<file path="config.mk">
export PLATFORM = sky130hd
export DESIGN_NAME = route_collector
export DESIGN_NICKNAME = d
export VERILOG_FILES = /design/src/rtl/route_collector_pkg.sv /design/src/rtl/route_collector_slice.sv /design/src/rtl/route_collector.sv
export SDC_FILE = /design/constraint.sdc
export NUM_CORES = 1
export LEC_CHECK = 0
export BUFFER_PORTS_ARGS = -buffer_cell sky130_fd_sc_hd__buf_2
export CAP_MARGIN = 5
export CORE_MARGIN = 2
export CORE_UTILIZATION = 45
export CTS_CLUSTER_DIAMETER = 200
export DETAILED_ROUTE_END_ITERATION = 8
export GPL_TIMING_DRIVEN = 1
export PLACE_DENSITY = 0.68
export SETUP_SLACK_MARGIN = 0.05
export SYNTH_ARGS = -nofsm -noshare
export SYNTH_HDL_FRONTEND = slang
export SYNTH_SLANG_ARGS = --single-unit
</file>
<file path="constraint.sdc">
create_clock -name clk -period 12.6 [get_ports clk]
set_clock_uncertainty 0.2 [all_clocks]
set_input_delay 0.63 -clock clk [delete_from_list [all_inputs] [get_ports clk]]
set_output_delay 0.63 -clock clk [all_outputs]
set_load 0.1 [all_outputs]
</file>
<file path="src/rtl/route_collector_pkg.sv">
// Shared constants and FSM encoding for the route collector.
package route_collector_pkg;

  localparam int unsigned CHANNEL_NUM   = 128;
  localparam int unsigned CAPACITOR_NUM = 70;
  localparam int unsigned STEP          = 8;
  localparam logic        FILL          = 1'b1;

  localparam int unsigned PTR_W    = $clog2(CAPACITOR_NUM + 1);
  localparam int unsigned STEPS    = CHANNEL_NUM / STEP;
  localparam int unsigned CNT_W    = $clog2(STEPS);
  localparam int unsigned CH_IDX_W = $clog2(CHANNEL_NUM);

  localparam logic [1:0] S_IDLE   = 2'd0;
  localparam logic [1:0] S_EXPAND = 2'd1;
  localparam logic [1:0] S_HOLD   = 2'd2;

endpackage

</file>
<file path="src/rtl/route_collector_slice.sv">
// Expands one STEP-wide group of channels from the compacted slot vector.
module route_collector_slice
  import route_collector_pkg::*;
(
  input  logic [STEP-1:0]          mask,
  input  logic [CAPACITOR_NUM-1:0] slots,
  input  logic [PTR_W-1:0]         ptr,
  output logic [STEP-1:0]          ch_c,
  output logic [PTR_W-1:0]         ptr_nxt_c,
  output logic                     ovf_hit_c
);

  logic [PTR_W-1:0] p;

  // Pointer saturates at CAPACITOR_NUM; further enabled channels get FILL.
  always_comb begin
    p         = ptr;
    ch_c      = {STEP{FILL}};
    ovf_hit_c = 1'b0;
    for (int i = 0; i < int'(STEP); i++) begin
      if (mask[i]) begin
        if (p < PTR_W'(CAPACITOR_NUM)) begin
          ch_c[i] = slots[p];
          p       = p + PTR_W'(1);
        end else begin
          ovf_hit_c = 1'b1;
        end
      end
    end
    ptr_nxt_c = p;
  end

endmodule

</file>
<file path="src/rtl/route_collector.sv">
// Route collector: re-expands compacted capacitor slots onto channel positions.
// Optional unused-slot check enabled by ROUTE_COLLECTOR_UNUSED_CHECK_EN.
module route_collector
  import route_collector_pkg::*;
(
  input  logic                     clk,
  input  logic                     rst_n,
  input  logic                     in_valid,
  output logic                     in_ready,
  input  logic [CAPACITOR_NUM-1:0] cap_data,
  input  logic [CHANNEL_NUM-1:0]   ch_mask,
  output logic                     out_valid,
  input  logic                     out_ready,
  output logic [CHANNEL_NUM-1:0]   ch_data,
  output logic                     ovf,
  output logic                     err
);

  logic [1:0]               state_q;
  logic [1:0]               state_nxt;
  logic [CAPACITOR_NUM-1:0] cap_q;
  logic [CHANNEL_NUM-1:0]   mask_q;
  logic [PTR_W-1:0]         ptr_q;
  logic [CNT_W-1:0]         cnt_q;

  logic [CH_IDX_W-1:0]      base_c;
  logic [STEP-1:0]          slice_ch_c;
  logic [PTR_W-1:0]         ptr_nxt_c;
  logic                     ovf_hit_c;
  logic                     last_step_c;
  logic                     accept_c;

  assign base_c      = CH_IDX_W'(cnt_q) * CH_IDX_W'(STEP);
  assign last_step_c = (cnt_q == CNT_W'(STEPS - 1));
  assign accept_c    = (state_q == S_IDLE) && in_valid && in_ready;

  route_collector_slice u_slice (
    .mask      (mask_q[base_c +: STEP]),
    .slots     (cap_q),
    .ptr       (ptr_q),
    .ch_c      (slice_ch_c),
    .ptr_nxt_c (ptr_nxt_c),
    .ovf_hit_c (ovf_hit_c)
  );

  // Next-state logic
  always_comb begin
    state_nxt = state_q;
    case (state_q)
      S_IDLE:   if (accept_c) state_nxt = S_EXPAND;
      S_EXPAND: if (last_step_c) state_nxt = S_HOLD;
      S_HOLD:   if (out_ready) state_nxt = S_IDLE;
      default:  state_nxt = S_IDLE;
    endcase
  end

  // Handshake flags are registered from the next state so they track it exactly.
  always_ff @(posedge clk or negedge rst_n) begin
    if (!rst_n) begin
      state_q   <= S_IDLE;
      in_ready  <= 1'b1;
      out_valid <= 1'b0;
      cap_q     <= '0;
      mask_q    <= '0;
      ptr_q     <= '0;
      cnt_q     <= '0;
      ch_data   <= {CHANNEL_NUM{FILL}};
      ovf       <= 1'b0;
    end else begin
      state_q   <= state_nxt;
      in_ready  <= (state_nxt == S_IDLE);
      out_valid <= (state_nxt == S_HOLD);
      if (accept_c) begin
        cap_q  <= cap_data;
        mask_q <= ch_mask;
        ptr_q  <= '0;
        cnt_q  <= '0;
        ovf    <= 1'b0;
      end
      if (state_q == S_EXPAND) begin
        ch_data[base_c +: STEP] <= slice_ch_c;
        ptr_q                   <= ptr_nxt_c;
        cnt_q                   <= cnt_q + CNT_W'(1);
        if (ovf_hit_c) ovf <= 1'b1;
      end
    end
  end

`ifdef ROUTE_COLLECTOR_UNUSED_CHECK_EN
  logic unused_bad_c;

  // Slots beyond the final pointer were never consumed and must hold FILL.
  always_comb begin
    unused_bad_c = 1'b0;
    for (int j = 0; j < int'(CAPACITOR_NUM); j++) begin
      if ((PTR_W'(j) >= ptr_nxt_c) && (cap_q[j] != FILL)) unused_bad_c = 1'b1;
    end
  end

  always_ff @(posedge clk or negedge rst_n) begin
    if (!rst_n) begin
      err <= 1'b0;
    end else if (accept_c) begin
      err <= 1'b0;
    end else if ((state_q == S_EXPAND) && last_step_c && unused_bad_c) begin
      err <= 1'b1;
    end
  end
`else
  assign err = 1'b0;
`endif

endmodule

</file>
==> impl_metrics.ini <==
[route]
initialDrtViolationCount = 2203
num_vias = 19723
routed_via_density = 6.340
routed_wirelength_um = 78000
ant_nets = 0
routedWlPerCell_um = 25.07
first_pass_iters = 6
drc = 0

[placed_design]
gp_congestion = 1.000
io_buffers = 332
dp_hpwl_um = 56460
placedCellCount = 3031

[critical_path]
crit_slowest_cell = a2111oi_1
path_class = reg2reg
rrSetupSlack_ps = 790
path_max_fanout = 21
path_common_cell = ha_1
cp-start-kind = register
cp.required_ps = 12880
worstSetupEndpointType = register
slowest_delay_ps = 700
cp.arrival_ps = 12090

[synthesis]
syn_inst = 2198
avgSynthCellArea_um2 = 10.32
synth_top_area_frac = 0.2351
synth.most_common_cell = nand2_1
synth_cell_type_count = 101
synth_common_cells = nand2_1, mux2_2, dfrtp_1, mux2i_1, clkbuf_1
synthesis.nets = 2412
yosysWarnings = 0
synth_area_leaders = dfrtp_1, dfstp_2, mux2_2
yosys_register_bits = 342
synth_area_um2 = 22670
synth_seq_area_share = 0.3846
synth_edf_count = 0
synth_flop_cell = dfrtp_1
async_flop_share = 1.000
yosysTopAreaCell = dfrtp_1

[global_routing]
antenna_found_initial = 7
grt_pass1_vias = 19208
track_usage = 0.2927
grt_max_degree = 171
grt_overflow = 0
grt_pass1_wl_um = 118300

[cells_and_area]
nets = 2615
syn_to_final_growth_pct = 15.02
fin_cells = 3111
fill_cells = 4465
drive_gt1_frac = 0.3910

[flow_run]
maxCapViolCount = 0

[floorplanning]
rows = 82
die-area_um2 = 52200
die_h_um = 228.5
die_w_um = 228.5
start_util = 0.4538
fp.coreArea_um2 = 49970
ios = 334

[timing]
hold_viol_final = 0
finalSetupTns_ps = 0
fin_crit_ps = 11810
fmax_ghz = 0.08466
worstMarginPinSlew_ps = 1210
maxSlewViolCount = 0
min_period_over_period = 0.9375
rsz0062_at_grt = no
maxSlewHeadroom = 0.1876
setup_viol = 0

[min_path]
min_path_type = in2reg

[clocking]
clkSinkCount = 342
cts_buffers = 39
clk_pin_slew_ps = 60
tritoncts = built
postCtsSetupBuffers = 0
htree_levels = 2
clockBufferDepth = 3
cts-root-buf = clkbuf_16
insertion_delay_ps = 580

[status]
status = complete, no violations
-- kinds of logic (layout without fill, tap and decap cells) --
family | Yosys count | after routing | share of synthesized area
AO/OA/AOI/OAI | 457 | 457 | 0.1483
buffers and inverters | 231 | 465 | 0.04255
other | 1 | 8 | 0.0001654
flip-flops | 342 | 342 | 0.3846
AND/OR/NAND/NOR | 598 | 598 | 0.1232
adder cells (fa/ha/maj) | 12 | 12 | 0.006622
multiplexers | 520 | 520 | 0.2770
XOR/XNOR | 37 | 37 | 0.01755
-- placed cells by master, fill, tap and decap left out, drive strengths merged, types with 11 or more instances in the layout --
cell type,netlist,layout
nor3,37,37
and2,28,28
ha,12,12
nor2,114,114
dfstp,129,129
o221ai,29,29
o211ai,16,16
a21oi,73,73
buf,65,369
clkinv,1,12
mux4,61,61
inv,22,24
nand4,19,19
a211oi,25,25
nand3,60,60
mux2,250,250
o21ai,85,85
clkbuf,143,51
or3,12,12
and3,22,22
o22ai,33,33
xnor2,28,28
mux2i,209,209
o31ai,31,31
nand2,256,256
or2,11,11
a22oi,13,13
dfrtp,213,213
a31oi,30,30
a311oi,19,19
-- worst max-delay path, delay by kind of cell (launching register included) --
family,cells,cell delay (ps)
buffers and inverters,4,810
adder cells (fa/ha/maj),5,1760
AND/OR/NAND/NOR,13,3490
flip-flops,1,610
AO/OA/AOI/OAI,14,3780
multiplexers,3,1010
-- worst paths after layout --
check                                   from           to  cells after the start
max in group asynchronous              rst_n     cap_q[7]                      3
worst min-delay path            cap_data[34]    cap_q[34]                      2
worst max-delay path                cnt_q[1]   ch_data[7]                     39
min in group asynchronous              rst_n   mask_q[13]                      2
worst max register to register      cnt_q[1]   ch_data[7]                     39
worst min register to register   ch_data[82]  ch_data[82]                      2
-- flip-flops by register name, indices dropped and copies added (netlist names) --
signal     flops
ch_data      128
mask_q       128
cap_q         70
ptr_q          7
cnt_q          4
state_q        2
in_ready       1
out_valid      1
ovf            1
-- stage by stage --
step | instance area (µm²) | utilization | setup slack [ps] | hold WS [ps]
detailed placement | 24650 | 0.4934 | 20.75 | 264.6
finish | 26080 | 0.5219 | 787.8 | 79.59
global placement | 24650 | 0.4934 | 308.3 | 261.2
CTS | 26040 | 0.5211 | 126.4 | 60.08
global route | 26080 | 0.5219 | 96.88 | 68.34
floorplan | 22670 | - | 459.8 | 134.4
-- repair_timing --
action / in CTS / in global routing
resized for setup: 1 / 6
hold buffers: 1 / 0
endpoints found under the hold margin: 102 / 0
endpoints found under the setup margin: 16 / 16
-- layout make-up --
cell class	count	area, µm²	share of cell area
Multi-Input combinational cell	1625	13060	0.5009
Sequential cell	342	8722	0.3345
Timing Repair Buffer	370	1984	0.07610
Clock buffer	51	1101	0.04222
Tap cell	672	840.8	0.03224
Clock inverter	21	264.0	0.01012
Inverter	23	86.33	0.003311
Antenna cell	7	17.52	0.0006717
-- routing by layer --
layer | wire length [µm] | vias up | track usage
met1 | 31930 | 9716 | 0.3905
li1 | - | 8642 | -
met2 | 34900 | 1124 | 0.4539
met3 | 7309 | 239 | 0.06674
met5 | 12 | - | 0
met4 | 3849 | 2 | 0.1330
Power is left out: the tool's default activity adds up to more than one toggle a clock period on the data nets, which glitch-free logic cannot reach.
